$ cat config.mk
export PLATFORM = sky130hd
export DESIGN_NAME = mc_controller_flat
export DESIGN_NICKNAME = d
export VERILOG_FILES = /design/src/rtl/mc_ctrl_if.sv /design/src/rtl/mc_controller.sv /design/src/flat_wrapper.sv
export SDC_FILE = /design/constraint.sdc
export NUM_CORES = 1
export LEC_CHECK = 0
export ABC_AREA = 1
export BUFFER_PORTS_ARGS = -buffer_cell sky130_fd_sc_hd__buf_2
export CORE_MARGIN = 2
export CORE_UTILIZATION = 25
export CTS_CLUSTER_SIZE = 24
export DETAILED_ROUTE_END_ITERATION = 8
export SLEW_MARGIN = 30
export SYNTH_ARGS = -nofsm -noshare
export SYNTH_HDL_FRONTEND = slang
export SYNTH_SLANG_ARGS = --single-unit
$ cat constraint.sdc
create_clock -name clk -period 1.7 [get_ports clk]
set_input_delay 0.255 -clock clk [delete_from_list [all_inputs] [get_ports clk]]
set_output_delay 0.255 -clock clk [all_outputs]
set_load 0.02 [all_outputs]
$ cat src/rtl/mc_ctrl_if.sv
// Control bundle between the multicycle controller and its datapath:
// instruction fields and flags in, mux selects, enables and debug status out.
interface mc_ctrl_if;
    logic [6:0]  Op;
    logic [2:0]  Funct3;
    logic        Funct7b5;
    logic        Zero;
    logic        PCWrite;
    logic        AdrSrc;
    logic        MemWrite;
    logic        IRWrite;
    logic        RegWrite;
    logic [1:0]  ResultSrc;
    logic [1:0]  ALUSrcA;
    logic [1:0]  ALUSrcB;
    logic [1:0]  ImmSrc;
    logic [2:0]  ALUControl;
    logic [3:0]  State;
    logic        Illegal;
    logic [31:0] Retired;

    // Controller side
    modport master (
        input  Op, Funct3, Funct7b5, Zero,
        output PCWrite, AdrSrc, MemWrite, IRWrite, RegWrite, ResultSrc,
               ALUSrcA, ALUSrcB, ImmSrc, ALUControl, State, Illegal, Retired
    );

    // Datapath side
    modport slave (
        output Op, Funct3, Funct7b5, Zero,
        input  PCWrite, AdrSrc, MemWrite, IRWrite, RegWrite, ResultSrc,
               ALUSrcA, ALUSrcB, ImmSrc, ALUControl, State, Illegal, Retired
    );
endinterface

$ cat src/rtl/mc_controller.sv
// Multicycle RV32 subset controller: Moore FSM with ALU/immediate decoders,
// sticky illegal-opcode flag and retired-instruction counter.
module mc_controller #(
    parameter logic [3:0] RESET_STATE = 4'd0
) (
    input  logic      clk,
    input  logic      rst,
    mc_ctrl_if.master bus
);

    typedef enum logic [3:0] {
        S_FETCH    = 4'd0,
        S_DECODE   = 4'd1,
        S_MEMADR   = 4'd2,
        S_MEMREAD  = 4'd3,
        S_MEMWB    = 4'd4,
        S_MEMWRITE = 4'd5,
        S_EXECUTER = 4'd6,
        S_EXECUTEI = 4'd7,
        S_ALUWB    = 4'd8,
        S_BEQ      = 4'd9,
        S_JAL      = 4'd10,
        S_TRAP     = 4'd11
    } state_t;

    state_t      state_r;
    state_t      next_state_s;
    logic [31:0] retired_r;
    logic        illegal_r;

    logic        pc_update_s;
    logic        branch_s;
    logic        adr_src_s;
    logic        mem_write_s;
    logic        ir_write_s;
    logic        reg_write_s;
    logic [1:0]  result_src_s;
    logic [1:0]  alu_src_a_s;
    logic [1:0]  alu_src_b_s;
    logic [1:0]  alu_op_s;
    logic [2:0]  alu_control_s;
    logic [1:0]  imm_src_s;
    logic        retire_s;

    // State register
    always_ff @(posedge clk or posedge rst) begin
        if (rst) begin
            state_r <= state_t'(RESET_STATE);
        end else begin
            state_r <= next_state_s;
        end
    end

    // Next-state logic; unused codes 12-15 fall through to FETCH
    always_comb begin
        next_state_s = S_FETCH;
        case (state_r)
            S_FETCH:    next_state_s = S_DECODE;
            S_DECODE: begin
                case (bus.Op)
                    7'b0000011, 7'b0100011: next_state_s = S_MEMADR;
                    7'b0110011:             next_state_s = S_EXECUTER;
                    7'b0010011:             next_state_s = S_EXECUTEI;
                    7'b1100011:             next_state_s = S_BEQ;
                    7'b1101111:             next_state_s = S_JAL;
                    default:                next_state_s = S_TRAP;
                endcase
            end
            S_MEMADR: begin
                if (bus.Op[5]) begin
                    next_state_s = S_MEMWRITE;
                end else begin
                    next_state_s = S_MEMREAD;
                end
            end
            S_MEMREAD:  next_state_s = S_MEMWB;
            S_MEMWB:    next_state_s = S_FETCH;
            S_MEMWRITE: next_state_s = S_FETCH;
            S_EXECUTER: next_state_s = S_ALUWB;
            S_EXECUTEI: next_state_s = S_ALUWB;
            S_JAL:      next_state_s = S_ALUWB;
            S_ALUWB:    next_state_s = S_FETCH;
            S_BEQ:      next_state_s = S_FETCH;
            S_TRAP:     next_state_s = S_TRAP;
            default:    next_state_s = S_FETCH;
        endcase
    end

    // Moore output decode per state
    always_comb begin
        pc_update_s  = 1'b0;
        branch_s     = 1'b0;
        adr_src_s    = 1'b0;
        mem_write_s  = 1'b0;
        ir_write_s   = 1'b0;
        reg_write_s  = 1'b0;
        result_src_s = 2'b00;
        alu_src_a_s  = 2'b00;
        alu_src_b_s  = 2'b00;
        alu_op_s     = 2'b00;
        case (state_r)
            S_FETCH: begin
                ir_write_s   = 1'b1;
                alu_src_b_s  = 2'b10;
                result_src_s = 2'b10;
                pc_update_s  = 1'b1;
            end
            S_DECODE: begin
                alu_src_a_s = 2'b01;
                alu_src_b_s = 2'b01;
            end
            S_MEMADR: begin
                alu_src_a_s = 2'b10;
                alu_src_b_s = 2'b01;
            end
            S_MEMREAD:  adr_src_s = 1'b1;
            S_MEMWB: begin
                result_src_s = 2'b01;
                reg_write_s  = 1'b1;
            end
            S_MEMWRITE: begin
                adr_src_s   = 1'b1;
                mem_write_s = 1'b1;
            end
            S_EXECUTER: begin
                alu_src_a_s = 2'b10;
                alu_op_s    = 2'b10;
            end
            S_EXECUTEI: begin
                alu_src_a_s = 2'b10;
                alu_src_b_s = 2'b01;
                alu_op_s    = 2'b10;
            end
            S_ALUWB:    reg_write_s = 1'b1;
            S_BEQ: begin
                alu_src_a_s = 2'b10;
                alu_op_s    = 2'b01;
                branch_s    = 1'b1;
            end
            S_JAL: begin
                alu_src_a_s = 2'b01;
                alu_src_b_s = 2'b10;
                pc_update_s = 1'b1;
            end
            default: begin
                pc_update_s = 1'b0;
            end
        endcase
    end

    // ALU operation decode; subtract only for R-type with Funct7b5 set
    always_comb begin
        alu_control_s = 3'b000;
        case (alu_op_s)
            2'b00: alu_control_s = 3'b000;
            2'b01: alu_control_s = 3'b001;
            2'b10: begin
                case (bus.Funct3)
                    3'b000: begin
                        if (bus.Op[5] && bus.Funct7b5) begin
                            alu_control_s = 3'b001;
                        end else begin
                            alu_control_s = 3'b000;
                        end
                    end
                    3'b010:  alu_control_s = 3'b101;
                    3'b110:  alu_control_s = 3'b011;
                    3'b111:  alu_control_s = 3'b010;
                    default: alu_control_s = 3'b111;
                endcase
            end
            default: alu_control_s = 3'b000;
        endcase
    end

    // Immediate format decode
    always_comb begin
        imm_src_s = 2'b00;
        case (bus.Op)
            7'b0100011: imm_src_s = 2'b01;
            7'b1100011: imm_src_s = 2'b10;
            7'b1101111: imm_src_s = 2'b11;
            default:    imm_src_s = 2'b00;
        endcase
    end

    assign retire_s = (state_r == S_MEMWB) || (state_r == S_MEMWRITE) ||
                      (state_r == S_ALUWB) || (state_r == S_BEQ);

    // Retired-instruction counter, wraps naturally at 2^32
    always_ff @(posedge clk or posedge rst) begin
        if (rst) begin
            retired_r <= 32'd0;
        end else if (retire_s) begin
            retired_r <= retired_r + 32'd1;
        end
    end

    // Sticky illegal flag, set on the edge that enters TRAP
    always_ff @(posedge clk or posedge rst) begin
        if (rst) begin
            illegal_r <= 1'b0;
        end else if (next_state_s == S_TRAP) begin
            illegal_r <= 1'b1;
        end
    end

    // Write enables are held off for the whole reset interval
    assign bus.PCWrite    = ~rst & (pc_update_s | (branch_s & bus.Zero));
    assign bus.IRWrite    = ~rst & ir_write_s;
    assign bus.RegWrite   = ~rst & reg_write_s;
    assign bus.MemWrite   = ~rst & mem_write_s;
    assign bus.AdrSrc     = adr_src_s;
    assign bus.ResultSrc  = result_src_s;
    assign bus.ALUSrcA    = alu_src_a_s;
    assign bus.ALUSrcB    = alu_src_b_s;
    assign bus.ImmSrc     = imm_src_s;
    assign bus.ALUControl = alu_control_s;
    assign bus.State      = state_r;
    assign bus.Illegal    = illegal_r;
    assign bus.Retired    = retired_r;

endmodule
$ cat src/flat_wrapper.sv
// flat-port wrapper written by rule: the top's interface ports become plain ports
module mc_controller_flat 
#(
    parameter logic [3:0] RESET_STATE = 4'd0
)
  (clk, rst, bus_Op, bus_Funct3, bus_Funct7b5, bus_Zero, bus_PCWrite, bus_AdrSrc, bus_MemWrite, bus_IRWrite, bus_RegWrite, bus_ResultSrc, bus_ALUSrcA, bus_ALUSrcB, bus_ImmSrc, bus_ALUControl, bus_State, bus_Illegal, bus_Retired);
  mc_ctrl_if bus_i ();
  input  logic clk;
  input  logic rst;
  input wire logic [$bits(bus_i.Op)-1:0] bus_Op;
  input wire logic [$bits(bus_i.Funct3)-1:0] bus_Funct3;
  input wire logic [$bits(bus_i.Funct7b5)-1:0] bus_Funct7b5;
  input wire logic [$bits(bus_i.Zero)-1:0] bus_Zero;
  output wire logic [$bits(bus_i.PCWrite)-1:0] bus_PCWrite;
  output wire logic [$bits(bus_i.AdrSrc)-1:0] bus_AdrSrc;
  output wire logic [$bits(bus_i.MemWrite)-1:0] bus_MemWrite;
  output wire logic [$bits(bus_i.IRWrite)-1:0] bus_IRWrite;
  output wire logic [$bits(bus_i.RegWrite)-1:0] bus_RegWrite;
  output wire logic [$bits(bus_i.ResultSrc)-1:0] bus_ResultSrc;
  output wire logic [$bits(bus_i.ALUSrcA)-1:0] bus_ALUSrcA;
  output wire logic [$bits(bus_i.ALUSrcB)-1:0] bus_ALUSrcB;
  output wire logic [$bits(bus_i.ImmSrc)-1:0] bus_ImmSrc;
  output wire logic [$bits(bus_i.ALUControl)-1:0] bus_ALUControl;
  output wire logic [$bits(bus_i.State)-1:0] bus_State;
  output wire logic [$bits(bus_i.Illegal)-1:0] bus_Illegal;
  output wire logic [$bits(bus_i.Retired)-1:0] bus_Retired;
  assign bus_i.Op = bus_Op;
  assign bus_i.Funct3 = bus_Funct3;
  assign bus_i.Funct7b5 = bus_Funct7b5;
  assign bus_i.Zero = bus_Zero;
  assign bus_PCWrite = bus_i.PCWrite;
  assign bus_AdrSrc = bus_i.AdrSrc;
  assign bus_MemWrite = bus_i.MemWrite;
  assign bus_IRWrite = bus_i.IRWrite;
  assign bus_RegWrite = bus_i.RegWrite;
  assign bus_ResultSrc = bus_i.ResultSrc;
  assign bus_ALUSrcA = bus_i.ALUSrcA;
  assign bus_ALUSrcB = bus_i.ALUSrcB;
  assign bus_ImmSrc = bus_i.ImmSrc;
  assign bus_ALUControl = bus_i.ALUControl;
  assign bus_State = bus_i.State;
  assign bus_Illegal = bus_i.Illegal;
  assign bus_Retired = bus_i.Retired;
  mc_controller #(.RESET_STATE(RESET_STATE)) u_core (.clk(clk), .rst(rst), .bus(bus_i));
endmodule
==> qor.yml <==
clock_network:
  clock-sinks: 37
  cts_max_path_buffers: 2
  clkSlewWorstSetupHoldPaths_ns: 0.07
  cts_root_buf: "clkbuf_8"
  cts_tree: "done"
  clk_latency_ns: 0.29
  cts_buffers: 5
  ctsHoldBuffers: 0
  htreeDepth: 2
critical_path:
  worstPathCellList: "buf_12 -> nand2_4 -> nor2_4 -> inv_2 -> ha_4 -> nor2_4 -> o21ai_2 -> o22ai_2 -> buf_6"
  r2r_end: "u_core.bus.Retired[16]"
  path_common_cell: "nor2_4"
  critPathArrivalTime_ns: 1.72
  timing.rr.start: "u_core.bus.State[1]"
  endpoint_kind: "output port"
  crit_slowest_cell: "dfrtp_2"
  timing.critical_path.buf_inv: 3
  critPathMaxStageDelay_ns: 0.42
  r2r_slack_ns: 0.07
  r2r_cells: 11
  startpoint_type: "register"
  crit_type: "reg -> out"
  required_ns: 1.44
  cp_top_family: "flip-flops"
  crit_fanout: 3
synth:
  syn_area_per_cell_sq_um: 6.778
  yosys.cell_types.count: 32
  synth_fp_nets: 405
  async_flop_share: 1.000
  syn_inst: 388
  ys.flop_type: "dfrtp_1"
  ys_ff_latch: 37
  netlist_area_sq_um: 2630
  yosys_warnings: 0
  seq_area_frac_synth: 0.3520
  synth_edf_count: 0
sta:
  timing.final.crit_period_ns: 1.977
  setup_ws_ns: -0.2775
  slew_viol_final: 0
  finalSetupTns_ns: -1.663
  clock.fmax_mhz: 505.7
  tightest_slew_ns: 0.4728
  relSlewSlack: 0.6848
  finClkSkew_ns: 0.005370
  rsz0062_at_grt: "yes"
  finalSetupViolCount: 13
  hold_viol_final: 0
  post-route-period-util: 1.163
global_routing:
  grt_pass1_wl_mm: 12.48
  grt_overflow_total: 0
  grt_max_degree: 38
  antenna_found_initial: 0
  grt_use_total: 0.1362
  grt_pass1_vias: 2677
layout:
  num_antenna_cells: 0
  area_growth_pct: 36.92
  fillerInstances: 1059
  multi_input_area_sq_um: 1597
  final_util: 0.3504
  stdcell_area_sq_um: 3601
  final_common_cell: "nand2_1"
  final-seq-area_sq_um: 929.6
  final_cell_mix: "nand2_1, buf_2, nor2_1"
  post_route_cells_drive_above_1_share: 0.3416
  final_nets: 502
power_and_ir_drop:
  pwr_density_cell_nw_per_um2: 1182
  p_leak_nw: 1.861
  ir_drop_v: 0.0004004
placed_design:
  dp_hpwl_mm: 5.627
  io_buffers: 66
  gp_congestion: 0.8675
  dpl_cell_area_sq_um: 3221
drt:
  dr.pass1.iters: 4
  postRouteAntennaNets: 0
  num_vias: 2734
  drt-initial-drc-count: 92
  routed_wirelength_mm: 7.579
  vias_per_cell: 4.395
  drt-wirelength-per-cell_microns: 12.18
  drc: 0
floorplan:
  die_w_microns: 106.6
  io-pin-count: 67
  core_area_sq_um: 10280
  start_util: 0.2559
  die_h_microns: 106.6
  fp-row-count: 37
  dieArea_sq_um: 11360
hold_path:
  hold_class: "in -> async"
run_status:
  violations: "setup timing"
  status: "complete, but fails checks"
flow_run:
  cap_violations: 0
==> what timing repair did <==
action	in CTS	in global routing
pin swaps	7	4
setup endpoints to repair	7	24
gates cloned	0	1
resized for setup	29	23
buffers inserted	10	9
==> cell families (layout without fill, tap and decap cells) <==
kind of cell | Yosys count | count (layout) | share of synthesized area
adders and majority gates | 3 | 3 | 0.01427
AOI/OAI and AO/OA | 12 | 12 | 0.03140
and+or+nand+nor | 267 | 267 | 0.4662
xor gates and xnor gates | 16 | 16 | 0.05328
DFF | 37 | 37 | 0.3520
buffers and inverters | 53 | 151 | 0.08278
==> stage by stage <==
stage | hold slack, ns | total power, mW | instances | setup WS [ns]
floorplan | 0.4367 | 2.330 | 388 | 0.0005846
global placement | 0.4476 | 2.848 | 599 | 0.005475
detailed placement | 0.4618 | 2.872 | 599 | -0.05112
CTS | 0.1449 | 3.964 | 617 | -0.2433
global route | 0.1732 | 4.519 | 622 | -0.3404
finish | 0.1405 | 4.258 | 622 | -0.2775
==> state kept, by name, indices dropped and copies added (netlist names) <==
register and cells:
u_core.bus.Retired 32, u_core.bus.State 4, u_core.bus.Illegal 1
==> cell usage after synthesis, types with 4 or more instances <==
| cell type | number | share of area |
|---|---|---|
| inv_1 | 47 | 0.067 |
| xnor2_1 | 5 | 0.017 |
| nor2_1 | 54 | 0.077 |
| nand2_4 | 4 | 0.017 |
| dfrtp_1 | 37 | 0.35 |
| nand3_1 | 20 | 0.038 |
| nor2_4 | 5 | 0.021 |
| nand2_2 | 5 | 0.012 |
| nand2_1 | 155 | 0.22 |
| xor2_1 | 11 | 0.037 |
| nor2_2 | 10 | 0.024 |
| nand4_1 | 4 | 0.0095 |
==> area by class of cell <==
class | instances | area share
Clock inverter | 1 | 0.001390
Tap cell | 136 | 0.04726
Multi-Input combinational cell | 298 | 0.4434
Timing Repair inverter | 1 | 0.002085
Inverter | 50 | 0.05386
Sequential cell | 37 | 0.2582
Clock buffer | 7 | 0.02675
Timing Repair Buffer | 92 | 0.1671
==> where the power goes <==
part | switching (mW) | internal (mW) | leakage (nW)
registers | 0.130 | 0.992 | 0.494
clock network | 0.310 | 0.367 | 0.0542
logic | 1.46 | 0.998 | 1.31
==> per-layer routing <==
metal  global-route usage  vias to the layer above  share of wire
li1                     -                     1380              -
met1               0.1730                     1292           0.46
met2               0.2261                       50           0.47
met3              0.03679                       12          0.047
met4              0.03896                        0          0.015
met5                    0                        -              0
==> how the worst max path moves through the flow <==
stage | endpoint | slack [ns] | cells past startpoint | startpoint
floorplan | bus_ALUControl[0] | 0.0006 | 8 | u_core.bus.State[3]
global placement | bus_ALUControl[0] | 0.005 | 9 | u_core.bus.State[3]
detailed placement | bus_ALUControl[0] | -0.05 | 9 | u_core.bus.State[3]
CTS | bus_ALUControl[0] | -0.24 | 9 | u_core.bus.State[2]
global route | bus_ALUControl[0] | -0.34 | 9 | u_core.bus.State[2]
finish | bus_ALUControl[0] | -0.28 | 9 | u_core.bus.State[2]
==> worst register-to-register path, cell delays in order, from the launching register on <==
cell     delay, ns
dfrtp_2       0.43
inv_4         0.09
buf_4         0.11
buf_4         0.12
buf_4         0.12
nand2_4       0.15
nor2_8        0.20
nand2_4       0.08
nor2_2        0.08
nand2_1       0.05
nand2_1       0.06
inv_1         0.04
(Power assumes the default switching activity.)
